$ cat config.mk
export PLATFORM = sky130hd
export DESIGN_NAME = stream_demux
export DESIGN_NICKNAME = d
export VERILOG_FILES = /design/src/rtl/stream_demux_pkg.sv /design/src/rtl/demux_slot.sv /design/src/rtl/stream_demux.sv
export SDC_FILE = /design/constraint.sdc
export NUM_CORES = 1
export LEC_CHECK = 0
export BUFFER_PORTS_ARGS = -buffer_cell sky130_fd_sc_hd__buf_2
export CAP_MARGIN = 20
export CORE_MARGIN = 10
export CORE_UTILIZATION = 45
export CTS_BUF_LIST = sky130_fd_sc_hd__clkbuf_16
export CTS_CLUSTER_DIAMETER = 30
export CTS_CLUSTER_SIZE = 10
export DETAILED_ROUTE_END_ITERATION = 10
export PLACE_DENSITY = 0.71
export SLEW_MARGIN = 20
export SYNTH_ARGS = -nofsm -noshare
export SYNTH_HDL_FRONTEND = slang
export SYNTH_SLANG_ARGS = --single-unit
$ cat constraint.sdc
create_clock -name clk -period 5.3 [get_ports clk]
set_clock_uncertainty 0.05 [all_clocks]
set_input_delay 0.53 -clock clk [delete_from_list [all_inputs] [get_ports clk]]
set_output_delay 0.53 -clock clk [all_outputs]
set_load 0.02 [all_outputs]
$ cat src/rtl/stream_demux_pkg.sv
// Shared types and defaults for the stream demultiplexer.
package stream_demux_pkg;

    // Packet-tracking state: no packet open, or a packet open on a held channel.
    typedef enum logic {
        IDLE   = 1'b0,
        LOCKED = 1'b1
    } state_t;

    localparam int N_OUT_DEF  = 4;
    localparam int DATA_W_DEF = 8;

endpackage

$ cat src/rtl/demux_slot.sv
// One-entry valid/ready register slice holding a single beat for one channel.
module demux_slot
    import stream_demux_pkg::*;
#(
    parameter int W = DATA_W_DEF + 1
) (
    input  logic         clk,
    input  logic         rst,
    input  logic         in_valid,
    output logic         in_ready,
    input  logic [W-1:0] in_data,
    output logic         out_valid,
    input  logic         out_ready,
    output logic [W-1:0] out_data
);

    logic         valid_q, valid_d;
    logic [W-1:0] data_q, data_d;
    logic         push;

    // The slot can take a beat when empty or when its current beat leaves this cycle.
    assign in_ready  = !valid_q || out_ready;
    assign push      = in_valid && in_ready;
    assign out_valid = valid_q;
    assign out_data  = data_q;

    // Refill wins over drain so a simultaneous drain and refill keeps the slot full.
    always_comb begin
        valid_d = valid_q;
        data_d  = data_q;
        if (push) begin
            valid_d = 1'b1;
            data_d  = in_data;
        end else if (out_ready) begin
            valid_d = 1'b0;
        end
    end

    // Slot registers; contents only change on a push, so they hold while stalled.
    always_ff @(posedge clk or posedge rst) begin
        if (rst) begin
            valid_q <= 1'b0;
            data_q  <= '0;
        end else begin
            valid_q <= valid_d;
            data_q  <= data_d;
        end
    end

endmodule

$ cat src/rtl/stream_demux.sv
// Packet-aware 1-to-N stream demultiplexer: the first beat of a packet picks the
// channel, the remaining beats follow it until in_last.
module stream_demux
    import stream_demux_pkg::*;
#(
    parameter int N_OUT  = N_OUT_DEF,
    parameter int DATA_W = DATA_W_DEF,
    parameter int SEL_W  = $clog2(N_OUT)
) (
    input  logic                    clk,
    input  logic                    rst,
    input  logic                    in_valid,
    output logic                    in_ready,
    input  logic [DATA_W-1:0]       in_data,
    input  logic                    in_last,
    input  logic [SEL_W-1:0]        in_sel,
    output logic [N_OUT-1:0]        out_valid,
    input  logic [N_OUT-1:0]        out_ready,
    output logic [N_OUT*DATA_W-1:0] out_data,
    output logic [N_OUT-1:0]        out_last,
    output logic                    err_sel
);

    state_t           state_q, state_d;
    logic [SEL_W-1:0] ch_q, ch_d;
    logic             err_q, err_d;

    logic [SEL_W-1:0] tgt;
    logic             tgt_ok;
    logic             tgt_rdy;
    logic             accept;
    logic [N_OUT-1:0] slot_rdy;
    logic [N_OUT-1:0] slot_in_vld;
    logic [DATA_W:0]  slot_dout [N_OUT];

    // In IDLE the incoming select decides; inside a packet the held channel does.
    assign tgt    = (state_q == IDLE) ? in_sel : ch_q;
    assign tgt_ok = ({1'b0, tgt} < (SEL_W + 1)'(N_OUT));
    assign accept = in_valid && in_ready;
    assign in_ready = !rst && tgt_rdy;
    assign err_sel  = err_q;

    // Pick the target slot's readiness and steer the accepted beat to it; an
    // out-of-range target matches no slot, so its beats are accepted and dropped.
    always_comb begin
        tgt_rdy     = 1'b1;
        slot_in_vld = '0;
        for (int k = 0; k < N_OUT; k++) begin
            if (tgt == SEL_W'(k)) begin
                tgt_rdy        = slot_rdy[k];
                slot_in_vld[k] = accept;
            end
        end
    end

    // Packet tracking: open on a non-last first beat, close on any accepted last beat.
    always_comb begin
        state_d = state_q;
        ch_d    = ch_q;
        err_d   = err_q;
        if (accept) begin
            if (state_q == IDLE) begin
                ch_d = in_sel;
                if (!tgt_ok) begin
                    err_d = 1'b1;
                end
                if (!in_last) begin
                    state_d = LOCKED;
                end
            end else if (in_last) begin
                state_d = IDLE;
            end
        end
    end

    // Control registers; reset abandons any open packet.
    always_ff @(posedge clk or posedge rst) begin
        if (rst) begin
            state_q <= IDLE;
            ch_q    <= '0;
            err_q   <= 1'b0;
        end else begin
            state_q <= state_d;
            ch_q    <= ch_d;
            err_q   <= err_d;
        end
    end

    for (genvar gk = 0; gk < N_OUT; gk++) begin : g_slot
        demux_slot #(
            .W(DATA_W + 1)
        ) u_slot (
            .clk      (clk),
            .rst      (rst),
            .in_valid (slot_in_vld[gk]),
            .in_ready (slot_rdy[gk]),
            .in_data  ({in_last, in_data}),
            .out_valid(out_valid[gk]),
            .out_ready(out_ready[gk]),
            .out_data (slot_dout[gk])
        );

        assign out_data[gk*DATA_W +: DATA_W] = slot_dout[gk][DATA_W-1:0];
        assign out_last[gk]                  = slot_dout[gk][DATA_W];
    end

endmodule

; Yosys cells after proc, flatten, opt, wreduce, memory -nomap -nowiden
; Cells that the tools add are included.
[word_totals]
inputBits = 18
output_inout_bits = 42
word_cells = 51
reg_bits = 43
[op_classes]
muxes = 18
n_reduce_logical = 20
eq_ne = 3
[op_table]
columns = op, n
row1 = two-way mux 1 bit, 17
row2 = nonzero test 2 bit, 4
row3 = logical AND 1 bit, 6
row4 = logical NOT 1 bit, 5
row5 = "== test 2 bit, second input constant", 2
row6 = logical OR 1 bit, 4
row7 = "== test 2 x 1 -> 1 bit, second input constant", 1
row8 = logical NOT 2 bit, 1
row9 = two-way mux 2 bit, 1

; Longest topological paths before layout
; Gate-level depths: netlist of run 1.
[depth]
depth_word = 11
mapped_depth = 5
ltp_nobuf = 4

; Cells and area by module
; A second synthesis of run 1 with hierarchy kept.
[hier_totals]
cells_unflattened = 127
area_unflattened_um2 = 2016.9
[modules_own_cells]
columns = module, area_each_um2, cells_per_inst, seq_area_each_um2, n_inst
row1 = demux_slot, 429.2, 23, 250.2, 4
row2 = stream_demux, 300.3, 35, 75.1, 1

; Worst setup path before layout of run 1
; OpenSTA, ideal clock, no wires.
[synth_path]
kind = input -> register
start = in rst
end = reg g_slot[3].u_slot.data_q[0]
required_time_ps = 5125
setup_ps = 125
slack_ps = 2399
cell_stages = 4
t_arrival_ps = 2726
n_path_buf = 0
cell_sequence = inv_1 > nand2_1 > a211oi_4 > mux2_2
[synth_between]
elab_chain_len = 5
[synth_rtl]
columns = element, line_no
row1 = from (decl), stream_demux.sv:11  ; input logic rst,
row2 = logical NOT 1 bit (no source line), n/a
row3 = logical AND 1 bit, stream_demux.sv:40  ; assign in_ready = !rst && tgt_rdy;
row4 = logical AND 1 bit, stream_demux.sv:39  ; assign accept = in_valid && in_ready;
row5 = two-way mux 1 bit, stream_demux.sv:49  ; if (tgt == SEL_W'(k)) begin
row6 = logical AND 1 bit, demux_slot.sv:23  ; assign push = in_valid && in_ready;
row7 = to (signal assigned), demux_slot.sv:46  ; data_q <= data_d;
row8 = to (decl), demux_slot.sv:18  ; logic [W-1:0] data_q, data_d;
; Every way passes these cells.
; A chain may end at the register's enable or synchronous reset.

; Worst setup path after layout of run 1
[layout_path]
start = reg state_q
end = out in_ready
[layout_between]
elab_chain_len = 7
elab_cells_between_ends = 10
cone_classes = eq/ne: 3 / mux: 5 / reduce/logical: 2
[layout_rtl]
columns = element, line_no
row1 = from (decl), stream_demux.sv:24  ; state_t state_q, state_d;
row2 = from (signal assigned), stream_demux.sv:83  ; state_q <= state_d;
row3 = two-way mux 2 bit *, n/a
row4 = logical NOT 2 bit, stream_demux.sv:49
row5 = two-way mux 1 bit (3 in series), stream_demux.sv:49
row6 = two-way mux 1 bit *, stream_demux.sv:49
row7 = logical AND 1 bit *, stream_demux.sv:40
row8 = to (decl), stream_demux.sv:13  ; output logic in_ready,
; Every way passes the cells marked *; elsewhere a longest branch is shown, timed or not.

==> summary by stage, run 1 <==
Status
The run finished with clean final reports.

Synthesis
The share of synthesized area occupied by flip-flops and latches is 56.4%. The post-synthesis area per instance is 14.7 um^2. The Yosys step of the flow raised 0 warnings. The post-synthesis instance total is 130. The number of distinct standard cells referenced by the synthesized netlist is 31. Synthesis inferred 43 register bits. The synthesized netlist net count is 148. In this run the cell area of the synthesized design comes to 1910 um^2.

Power
In this run switching power makes up 37.3% of total power. Registers are responsible for 40.0% of the overall power. Internal power comes to 0.871 mW.

The leakage power summed over all cells is 1.10 nW. The power dissipated by switching net loads is 0.519 mW. IR analysis of the VDD net gives a maximum drop of 346 uV. Of the total power, the clock network draws 20.1%.

The power per cell area is 589 nW/um^2. Combinational logic burns 39.9% of the power.

Clock network
The number of CTS-inserted buffers is 5. TritonCTS built the clock tree. The H-tree was split into 2 levels. The hold buffer count at cts is 0. The clock reaches the later pin of the worst-skew pair after 0.28 ns. The number of gates resized after CTS was 0. The post-CTS repair timing setup buffer count is 0. The tree is rooted in a sky130_fd_sc_hd__clkbuf_16. The maximum buffer depth of the clock tree is 2. The clock transition at the registers of the reported paths is 0.06 ns. The tree built by TritonCTS fans out to 43 sinks.

Drt
The wire length per cell is 18.0 um. The detailed-router iteration count before antenna repair is 4. Wire segments on met2 add up to 2.19 mm in the final route. The uppermost layer routed is met4. For this block, wires on met1 add up to 1.83 mm. After detailed routing, the met3 layer carries 290 um of wire. After detailed routing, the number of remaining DRC violations is 0. The routed design has 4.35 mm of wire. The number of vias per cell after detailed routing is 5.24.

For this block, the via count after detailed routing is 1263. The count of nets left with antenna violations once routing finished came out at 0. The starting DRC count in detailed routing is 50.

Global routing
The first global-routing pass estimated 7.27 mm of wire. The number of antenna violations at the first check in global routing is 0. The via count of the first global-routing pass is 1421.

Entering global routing, the biggest net connects 45 pins. The global route total overflow is 0. The global router's overall resource usage is 12.3%.

Timing
The worst setup margin is 2.54 ns. The total count of hold-check failures in the final report came to 0. The worst path needs 2.76 ns of the cycle, external delays included. For the pin with the worst max-slew slack, the measured transition is 0.565 ns. After routing, the total negative slack on setup checks comes to 0 ns. The worst path uses 52.0% of the clock period.

Setup repair after global routing left no endpoint under its margin. The final hold slack is 0.344 ns. The number of max-slew violations in the final report came to 0. Measured against its own limit, the worst slew margin works out to 62.2%. Setup violations remaining at the end of the flow were counted as 0. Static timing analysis puts the maximum clock frequency at 0.363 GHz.

Layout
In the layout the commonest cells are sky130_fd_sc_hd__buf_2, sky130_fd_sc_hd__dfrtp_1, sky130_fd_sc_hd__mux2_2. Leaving out fill and tap cells, the most frequent cell in the layout is sky130_fd_sc_hd__buf_2. The area added between synthesis and finish is 23.5%. The net count of the finished layout is 208. The final standard cell area without fillers is 2360 um^2. The share of cells above drive strength 1 is 59.2%. The count of inserted antenna diode cells is 0. The utilization after layout is 58.1%. The filler cell count in the final layout is 338.

Worst setup path
The critical path in this run is classified as reg2out. The origin of the worst setup path is state_q. The endpoint kind of the worst setup timing path is a primary output. The worst register-to-register path begins at state_q. At the worst endpoint, the required time is 4.72 ns. The maximum fanout encountered on the critical timing path is 8. STA puts the critical path data arrival time at 2.18 ns.

The element type at the critical path start is a register.

Floorplanning
Once the floorplan was initialized, standard cells occupied 47.0% of the core. Measured along the x axis, the die boundary spans 85.1 um. The die covers 7240 um^2. The die height is 85.1 um. The row count is 23.

During I/O placement, the number of pins put on the boundary was 60. The core area is 4060 um^2.

Place
The post-placement setup slack is 2.60 ns. The total half-perimeter wirelength after legalization and detailed placement is 3.23 mm. Routability-driven placement finished with a final weighted congestion of 0.828. The number of input and output port buffers inserted is 58. The area after detailed placement is 2220 um^2.

Flow run
The number of violations of the max-capacitance limit is 0.

Hold path
The type of the most critical hold path is in2async.
area by class of cell:
class	count	area, um^2	share of cell area [%]
clock buffer	5	125	5.31
clock inverter	3	12.5	0.531
inverter	3	11.3	0.478
multi-input combinational	78	772	32.7
sequential	43	1080	45.6
tap	50	62.6	2.65
timing repair buffer	59	298	12.6
cells by family (layout without fill, tap and decap cells):
family                 after synthesis  in the layout  share of synthesized area (%)
buffers and inverters                9             70                           3.15
multiplexers                        41             41                           25.2
AND/OR/NAND/NOR                     21             21                           8.13
AO/OA/AOI/OAI                       15             15                           6.89
other                                1              1                          0.197
flip-flops                          43             43                           56.4
cell usage after synthesis:
master,n,area [um^2]
sky130_fd_sc_hd__or2_2,1,6.26
sky130_fd_sc_hd__mux2i_4,2,45.0
sky130_fd_sc_hd__a211o_1,1,8.76
sky130_fd_sc_hd__mux2i_1,2,20.0
sky130_fd_sc_hd__nand2_2,1,6.26
sky130_fd_sc_hd__nor3_4,2,32.5
sky130_fd_sc_hd__o311ai_0,1,8.76
sky130_fd_sc_hd__o31ai_1,1,7.51
sky130_fd_sc_hd__a211oi_1,1,7.51
sky130_fd_sc_hd__nor3_1,1,5.00
sky130_fd_sc_hd__a2111oi_2,1,15.0
sky130_fd_sc_hd__mux2_2,37,417
sky130_fd_sc_hd__and3_1,1,6.26
sky130_fd_sc_hd__nand2b_1,4,25.0
sky130_fd_sc_hd__nand3b_1,1,7.51
sky130_fd_sc_hd__buf_6,1,11.3
sky130_fd_sc_hd__a21boi_2,1,11.3
sky130_fd_sc_hd__nor2b_1,4,25.0
sky130_fd_sc_hd__o21ai_0,6,30.0
sky130_fd_sc_hd__o22ai_1,1,6.26
sky130_fd_sc_hd__conb_1,1,3.75
sky130_fd_sc_hd__nor3b_1,1,7.51
sky130_fd_sc_hd__inv_1,3,11.3
sky130_fd_sc_hd__nand3_1,1,5.00
sky130_fd_sc_hd__o32ai_2,1,16.3
sky130_fd_sc_hd__buf_4,5,37.5
sky130_fd_sc_hd__dfrtp_1,43,1080
sky130_fd_sc_hd__a211oi_4,1,20.0
sky130_fd_sc_hd__nand2_1,2,7.51
sky130_fd_sc_hd__nand4_2,1,12.5
sky130_fd_sc_hd__and3b_1,1,8.76
worst paths after layout:
kind                                                 to  slack (ns)  cells past startpoint
max in group asynchronous  g_slot[0].u_slot.out_data[1]        4.50                      3
max                                            in_ready        2.54                      5
min                          g_slot[2].u_slot.out_valid        0.34                      3
max reg2reg                g_slot[1].u_slot.out_data[0]        3.11                      4
min in group clk           g_slot[2].u_slot.out_data[8]        0.45                      1
min reg2reg                g_slot[2].u_slot.out_data[8]        0.45                      1
sequential cells by signal (all words and copies together), names as in the netlist:
register,cells
state_q,1
g_slot.u_slot.out_data,36
ch_q,2
g_slot.u_slot.out_valid,4
metal layers:
| metal | global-route usage (%) | vias up |
|---|---|---|
| met5 | 0 | - |
| li1 | - | 592 |
| met4 | 4.49 | 0 |
| met3 | 4.49 | 4 |
| met2 | 20.8 | 48 |
| met1 | 13.9 | 619 |
through the flow:
stage | power, mW | cells
after floorplan | 0.916 | 130
after global placement | 1.11 | 233
after detailed placement | 1.12 | 233
after CTS | 1.41 | 241
after global routing | 1.47 | 241
final | 1.39 | 241
power by group through the flow:
stage / combinational [mW] / sequential [mW] / clock [mW]
6_report: 0.554 / 0.556 / 0.280
2_1_floorplan: 0.193 / 0.723 / 0
5_1_grt: 0.593 / 0.577 / 0.304
3_3_place_gp: 0.554 / 0.552 / 0
3_5_place_dp: 0.565 / 0.558 / 0
4_1_cts: 0.566 / 0.558 / 0.290
worst max-delay path, cell delays in order, from the launching register on:
cell                      delay [ns]
sky130_fd_sc_hd__dfrtp_1        0.57
sky130_fd_sc_hd__mux2i_4        0.44
sky130_fd_sc_hd__mux2i_1        0.41
sky130_fd_sc_hd__mux2_2         0.25
sky130_fd_sc_hd__nor3_1         0.05
sky130_fd_sc_hd__buf_2          0.18
(Power assumes the default switching activity.)
==> run 2, diff against run 1 <==
Settings changed: ABC_AREA set to 1, PLACE_DENSITY 0.71 to 0.69.
Clock period 5.3 ns to 2.8 ns, I/O delays scaled along.
==> summary by stage, run 2 <==
Clock network
The root buffer cell chosen for the clock tree is sky130_fd_sc_hd__clkbuf_16. The maximum buffer depth of the clock tree is 2 (unchanged). The clock transition at the registers of the reported paths is 0.06 ns (about the same).

The CTS tree is yes. The count of cells resized by post-cts repair came to 0 (unchanged). The total clock sinks is 43 (unchanged). The number of H-tree branching levels came to 2 (unchanged). The insertion delay of the later-clocked pin in the worst-skew pair is 0.28 ns (about the same). The hold buffer count at cts came to 0 (unchanged). The number of CTS-inserted buffers is 5 (unchanged). The post-CTS repair timing setup buffer count is 0 (unchanged).

Layout
The filler cell count in the final layout is 455 (+35%). The number of flip-flops in the largest register is 36 (unchanged). Relative to the synthesized area, the layout overhead comes to 18.9%. The final net count is 296 (+42%). The share of cells above drive strength 1 came to 33.3% (-26 points).

The library cell used most frequently in the layout, excluding fill and tap cells, is sky130_fd_sc_hd__nand2_1. The top cell types in the final layout, fill and taps aside, are sky130_fd_sc_hd__nand2_1, sky130_fd_sc_hd__buf_2, sky130_fd_sc_hd__dfrtp_1. The count of inserted antenna diode cells is 0 (unchanged). The utilization after layout came to 54.5% (-3.6 points).

Drt
The number of vias per cell after detailed routing is 5.08 (-3.0%). The number of vias after detailed routing came to 1693 (+34%). The detailed-router iteration count before antenna repair is 4 (unchanged). The number of antenna-violating nets in the routed design was 0 (unchanged). The wire length per cell is 15.8 um (-12%).

The total DRC errors in the routed layout is 0 (unchanged). The final wirelength came to 5.28 mm (+21%). The starting DRC count in detailed routing is 120 (+140%).

Place
The total half-perimeter wirelength after legalization and detailed placement is 3.89 mm (+20%). The number of input and output port buffers inserted is 58 (unchanged). The final weighted congestion in routability-driven placement was 0.760 (-8.2%).

Floorplanning
The die height is 88.9 um (+4.4%). The number of top-level pins came to 60 (unchanged). The initial standard-cell utilization of the core came to 45.8% (-1.2 points).

The overall die width is 88.9 um (+4.4%). The row count is 25 (+8.7%). The core area was 4660 um^2 (+15%). The die footprint is 7900 um^2 (+9.1%).

Synthesis
The prevailing post-synth register cell is sky130_fd_sc_hd__dfrtp_1. The post-synthesis instance total is 226 (+74%). The number of synthesized flops with an enable pin is 0 (unchanged).

Sorting the synthesized cells by how often they occur yields sky130_fd_sc_hd__nand2_1, sky130_fd_sc_hd__dfrtp_1, sky130_fd_sc_hd__nand4_1. The number of distinct standard cells referenced by the synthesized netlist is 21 (-32%). The most area-hungry cell type in the Yosys netlist is sky130_fd_sc_hd__dfrtp_1. The netlist area before placement came to 2140 um^2 (+12%). The synthesized netlist net count was 244 (+65%). The share of async-settable or async-resettable flops after synthesis is 100% (unchanged).

The post-synthesis area per instance is 9.45 um^2 (-36%). The share of synthesized area occupied by flip-flops and latches was 50.4% (-6.0 points). Ranked by total cell area, the synthesized netlist is headed by sky130_fd_sc_hd__dfrtp_1, sky130_fd_sc_hd__nand2_1, sky130_fd_sc_hd__nand4_1, sky130_fd_sc_hd__nand4_4, sky130_fd_sc_hd__nand3_4.

The area share of the largest cell type after synthesis was 50.4% (-6.0 points). The count of yosys warnings during synthesis is 0 (unchanged). The most common cell in the synthesized netlist is sky130_fd_sc_hd__nand2_1. The synthesized flop and latch total is 43 (unchanged).

Worst setup path
The count of buffering cells on the critical path with inverters included is 2 (+1). The slowest stage of the critical path is the sky130_fd_sc_hd__dfrtp_1 cell. The critical path goes through inv_2 -> nand2_2 -> nand2_2 -> nand3_4 -> nand3_4 -> nor2_8 -> buf_2. The worst setup path is of the reg2out kind. The maximum fanout encountered on the critical timing path is 41 (+33). The required time of the critical path is 2.47 ns (-2.25 ns). The delay of the slowest cell on the worst path is 0.43 ns (-0.14 ns). The endpoint kind of the worst setup timing path is a primary output. The signal arrival time at the worst endpoint came to 1.88 ns (-0.30 ns). The element type at the critical path start is a register.

The top cell family by delay on the critical path is simple AND/OR/NAND/NOR gates.

Timing
The final setup TNS is 0 ns (unchanged). The final hold slack is 0.121 ns (-0.223 ns). Setup repair after global routing left no endpoint under its margin.

The total count of hold-check failures in the final report came to 0 (unchanged). After layout, the worst path uses 78.8% of the clock period. The count of final setup violators is 0 (unchanged).

The max-slew headroom at the worst pin is 44.7% (-18 points). The number of max-slew violations in the final report came to 0 (unchanged). The actual transition at the worst max-transition pin was 0.830 ns (+0.265 ns). The time the worst path needs with I/O delays and setup is 2.21 ns. Timing would allow up to 0.453 GHz.

Global routing
The number of antenna violations at the first check in global routing is 0 (unchanged). The global route total overflow is 0 (unchanged). The via count of the first global-routing pass was 1748 (+23%).

The global router's overall resource usage is 13.8% (+1.5 points). The pin count of the biggest net entering global routing is 45 (unchanged). The global-route wire length before repair came to 8.59 mm (+18%).

Status
The run finished with clean final reports.

Flow run
The number of violations of the max-capacitance limit is 0 (unchanged).

Power
The leakage power summed over all cells is 1.37 nW (+25%). The peak supply drop came to 517 uV (+50%). The total power is 2.64 mW (+90%). The power per cell area was 1040 nW/um^2 (+76%).

Hold path
The worst hold path belongs to the class in2reg.
## run 2: power breakdown
part / internal, mW / leakage, nW / switching, mW / total (mW)
combinational: 0.325 / 0.754 / 0.736 / 1.06
sequential: 0.882 / 0.543 / 0.135 / 1.02
clock: 0.325 / 0.0710 / 0.231 / 0.557
## run 2: cell families after synthesis
group	Yosys count	share of synthesized area (%)
other	1	0.176
DFF	43	50.4
and+or+nand+nor	151	41.4
AOI/OAI and AO/OA	4	0.937
buffers and inverters	27	7.09
## run 2: worst reg2reg max path: stages (launching register included)
cell                      delay (ns)
sky130_fd_sc_hd__dfrtp_1        0.43
sky130_fd_sc_hd__inv_2          0.09
sky130_fd_sc_hd__nand2_2        0.07
sky130_fd_sc_hd__nand2_2        0.11
sky130_fd_sc_hd__nand3_4        0.13
sky130_fd_sc_hd__nand3_4        0.10
sky130_fd_sc_hd__nor2_8         0.40
sky130_fd_sc_hd__nand2_1        0.17
sky130_fd_sc_hd__nand2_1        0.10
sky130_fd_sc_hd__nand2_1        0.05
## run 2: metal layers
| metal | vias up | part of all wire (%) | global-route usage, % |
|---|---|---|---|
| met5 | - | 0 | 0 |
| met4 | 0 | 0.61 | 4.55 |
| met3 | 5 | 7.0 | 3.92 |
| met2 | 40 | 48 | 21.3 |
| met1 | 793 | 45 | 18.0 |
| li1 | 855 | - | - |
## run 2: area by class of cell
type / instances / area, um^2 / area share, %
clock buffers: 5 / 125 / 4.93
clock inverters: 3 / 16.3 / 0.640
inverters: 13 / 48.8 / 1.92
multi-input cells: 156 / 908 / 35.8
flip-flops and latches: 43 / 1080 / 42.4
well taps: 54 / 67.6 / 2.66
repair buffers: 59 / 298 / 11.7
## run 2: path summary, 6_finish.rpt
path                                               from                           end  slack (ns)  cells after the start
max                                             state_q                      in_ready        0.59                      7
min                                        out_ready[1]    g_slot[1].u_slot.out_valid        0.12                      2
max reg2reg                                     state_q                       ch_q[1]        0.99                      9
min reg2reg                g_slot[3].u_slot.out_data[2]  g_slot[3].u_slot.out_data[2]        0.41                      2
max in group asynchronous                           rst  g_slot[0].u_slot.out_data[2]        2.18                      3
min in group asynchronous                           rst  g_slot[3].u_slot.out_data[0]        0.15                      3
## run 2: stage by stage
step	area (um^2)	instances	worst slack, ns
after floorplan	2140	226	0.747
after global placement	2400	325	0.955
after detailed placement	2400	325	0.899
after CTS	2540	333	0.593
after global routing	2540	333	0.473
final	2540	333	0.595
==> run 3, diff against run 2 <==
Clock period 2.8 ns to 2.2 ns, I/O delays scaled along.
==> summary by stage, run 3 (synthesis gave the netlist of run 2 again) <==
Status
The flow ran to the end, and the final reports show no timing, DRC or antenna violations.

Drt
The starting DRC count in detailed routing was 140 (+17%). The final wirelength is 5.17 mm (-2.1%). The wire length per cell is 15.4 um (-2.7%). The number of antenna-violating nets in the routed design is 0 (unchanged).

The number of vias per cell after detailed routing is 5.24 (+3.0%). The number of vias after detailed routing is 1754 (+3.6%). The total DRC errors in the routed layout is 0 (unchanged).

The detailed-router iteration count before antenna repair came to 4 (unchanged).

Place
The number of input and output port buffers inserted is 58 (unchanged). The total half-perimeter wirelength after legalization and detailed placement was 3.90 mm (+0.33%). The final weighted congestion in routability-driven placement is 0.789 (+3.8%). The placed instance count was 327 (+0.62%).

Floorplanning
The die height came to 88.9 um (unchanged). The die footprint is 7900 um^2 (unchanged). The number of top-level pins was 60 (unchanged). The core area is 4660 um^2 (unchanged). The overall die width is 88.9 um (unchanged). The initial standard-cell utilization of the core is 45.8% (unchanged). The row count is 25 (unchanged).

Global routing
The via count of the first global-routing pass was 1754 (+0.34%). The number of antenna violations at the first check in global routing came to 0 (unchanged). The global route total overflow was 0 (unchanged).

The global-route wire length before repair was 8.49 mm (-1.1%). The pin count of the biggest net entering global routing is 44 (-2.2%). The global router's overall resource usage came to 13.6% (-0.15 points).

Layout
The most common library cell in the layout ignoring fill and taps is sky130_fd_sc_hd__nand2_1. The number of flip-flops in the largest register is 36 (unchanged). Leaving out fill and tap cells, the most frequent cells in the layout are sky130_fd_sc_hd__nand2_1, sky130_fd_sc_hd__buf_2, sky130_fd_sc_hd__dfrtp_1.

The share of cells above drive strength 1 is 33.5% (+0.12 points). The final net count is 298 (+0.68%). The area growth from synthesis to layout is 19.4%. The utilization after layout is 54.7% (+0.24 points).

The count of inserted antenna diode cells is 0 (unchanged). The number of non-filler instances in the completed layout is 335 (+0.60%).

Timing
The number of max-slew violations in the final report is 0 (unchanged). The final hold slack is 0.0649 ns (-0.0565 ns). The actual transition at the worst max-transition pin is 0.547 ns (-0.283 ns). The share of the cycle needed by the critical path after routing is 91.9%. The max-slew headroom at the worst pin came to 63.5% (+19 points). The final setup TNS came to 0 ns (unchanged).

The total count of hold-check failures in the final report is 0 (unchanged). The maximum achievable frequency is 0.495 GHz. Setup repair after global routing left no endpoint under its margin.

For the finished layout, the period the worst path requires is 2.02 ns. The count of final setup violators came to 0 (unchanged).

Worst setup path
The signal arrival time at the worst endpoint is 1.75 ns (-0.13 ns). The endpoint kind of the worst setup timing path is a primary output. The element type at the critical path start is a register.

The required time of the critical path came to 1.93 ns (-0.54 ns). The delay of the slowest cell on the worst path was 0.42 ns (about the same). For this design, the slowest cell found on the critical path is sky130_fd_sc_hd__dfrtp_1.

Traced cell by cell, the critical path runs through inv_2 -> nand2_2 -> nand2_4 -> nand3_2 -> nand3_4 -> nor2_8 -> buf_2. The critical path is of the reg2out type. The maximum fanout encountered on the critical timing path came to 31 (-24%).

Flow run
The number of violations of the max-capacitance limit was 0 (unchanged).

Power
The leakage power summed over all cells is 1.38 nW (+1.1%). The combinational cell fraction of total power is 40.7% (+0.4 points). The power dissipated by switching net loads is 1.38 mW (+25%). The power per cell area is 1310 nW/um^2 (+26%). The total power is 3.33 mW (+26%).

The cell-internal power is 1.95 mW (+27%). The share of power burned in the clock network was 20.4% (-0.7 points). The power share of the sequential group is 38.9% (+0.3 points).

The peak supply drop was 702 uV (+36%). The share of total power consumed by net switching was 41.4% (-0.44 points).

Clock network
The total clock sinks is 43 (unchanged). The number of CTS-inserted buffers is 5 (unchanged). The count of cells resized by post-cts repair is 0 (unchanged). The CTS tree is yes. The clock transition at the registers of the reported paths is 0.05 ns (about the same).

The maximum buffer depth of the clock tree came to 2 (unchanged). The root buffer cell is sky130_fd_sc_hd__clkbuf_16. The post-CTS repair timing setup buffer count is 0 (unchanged). The hold buffer count at cts was 0 (unchanged). The insertion delay of the later-clocked pin in the worst-skew pair is 0.28 ns (about the same). The number of H-tree branching levels is 2 (unchanged).

Hold path
The path class of the tightest hold or removal check is in2reg.
-- run 3: per-stage QoR --
| step | setup WS (ns) | cell area, um^2 |
|---|---|---|
| after floorplan | 0.213 | 2140 |
| after global placement | 0.501 | 2410 |
| after detailed placement | 0.437 | 2410 |
| after CTS | 0.161 | 2550 |
| after global routing | 0.0189 | 2550 |
| final | 0.178 | 2550 |
-- run 3: worst paths after layout --
kind | end | slack [ns] | start | cells past startpoint
worst max-delay path | in_ready | 0.18 | state_q | 7
max in group asynchronous | g_slot[1].u_slot.out_data[8] | 1.62 | rst | 3
min in group asynchronous | g_slot[3].u_slot.out_data[1] | 0.11 | rst | 3
worst min-delay path | g_slot[2].u_slot.out_valid | 0.06 | out_ready[2] | 2
worst max register to register | g_slot[2].u_slot.out_data[4] | 0.43 | state_q | 9
worst min register to register | g_slot[0].u_slot.out_data[7] | 0.42 | g_slot[0].u_slot.out_data[7] | 2
-- run 3: layout make-up --
type,count,area [um^2]
Fill cell,435,2110
Multi-Input combinational cell,156,908
Clock inverter,3,12.5
Tap cell,54,67.6
Timing Repair Buffer,61,313
Sequential cell,43,1080
Inverter,13,48.8
Clock buffer,5,125
-- run 3: routing by layer --
| layer | vias up | routed length, um | GRT usage, % |
|---|---|---|---|
| met5 | - | 0 | 0 |
| met4 | 0 | 79 | 4.55 |
| met3 | 9 | 361 | 3.92 |
| met2 | 62 | 2450 | 21.6 |
| met1 | 826 | 2280 | 17.4 |
| li1 | 857 | - | - |
-- run 3: worst max-delay path, delay by kind of cell, from the launching register on --
family	cells	cell delay, ns
and+or+nand+nor	5	0.71
DFF	1	0.42
buffers and inverters	2	0.34
-- run 3: power by group through the flow --
stage / Clock (mW) / Sequential [mW] / Combinational (mW)
after floorplan: 0 / 1.70 / 0.513
after global placement: 0 / 1.30 / 1.35
after detailed placement: 0 / 1.31 / 1.38
after CTS: 0.694 / 1.30 / 1.39
after global routing: 0.737 / 1.35 / 1.49
final: 0.680 / 1.29 / 1.35
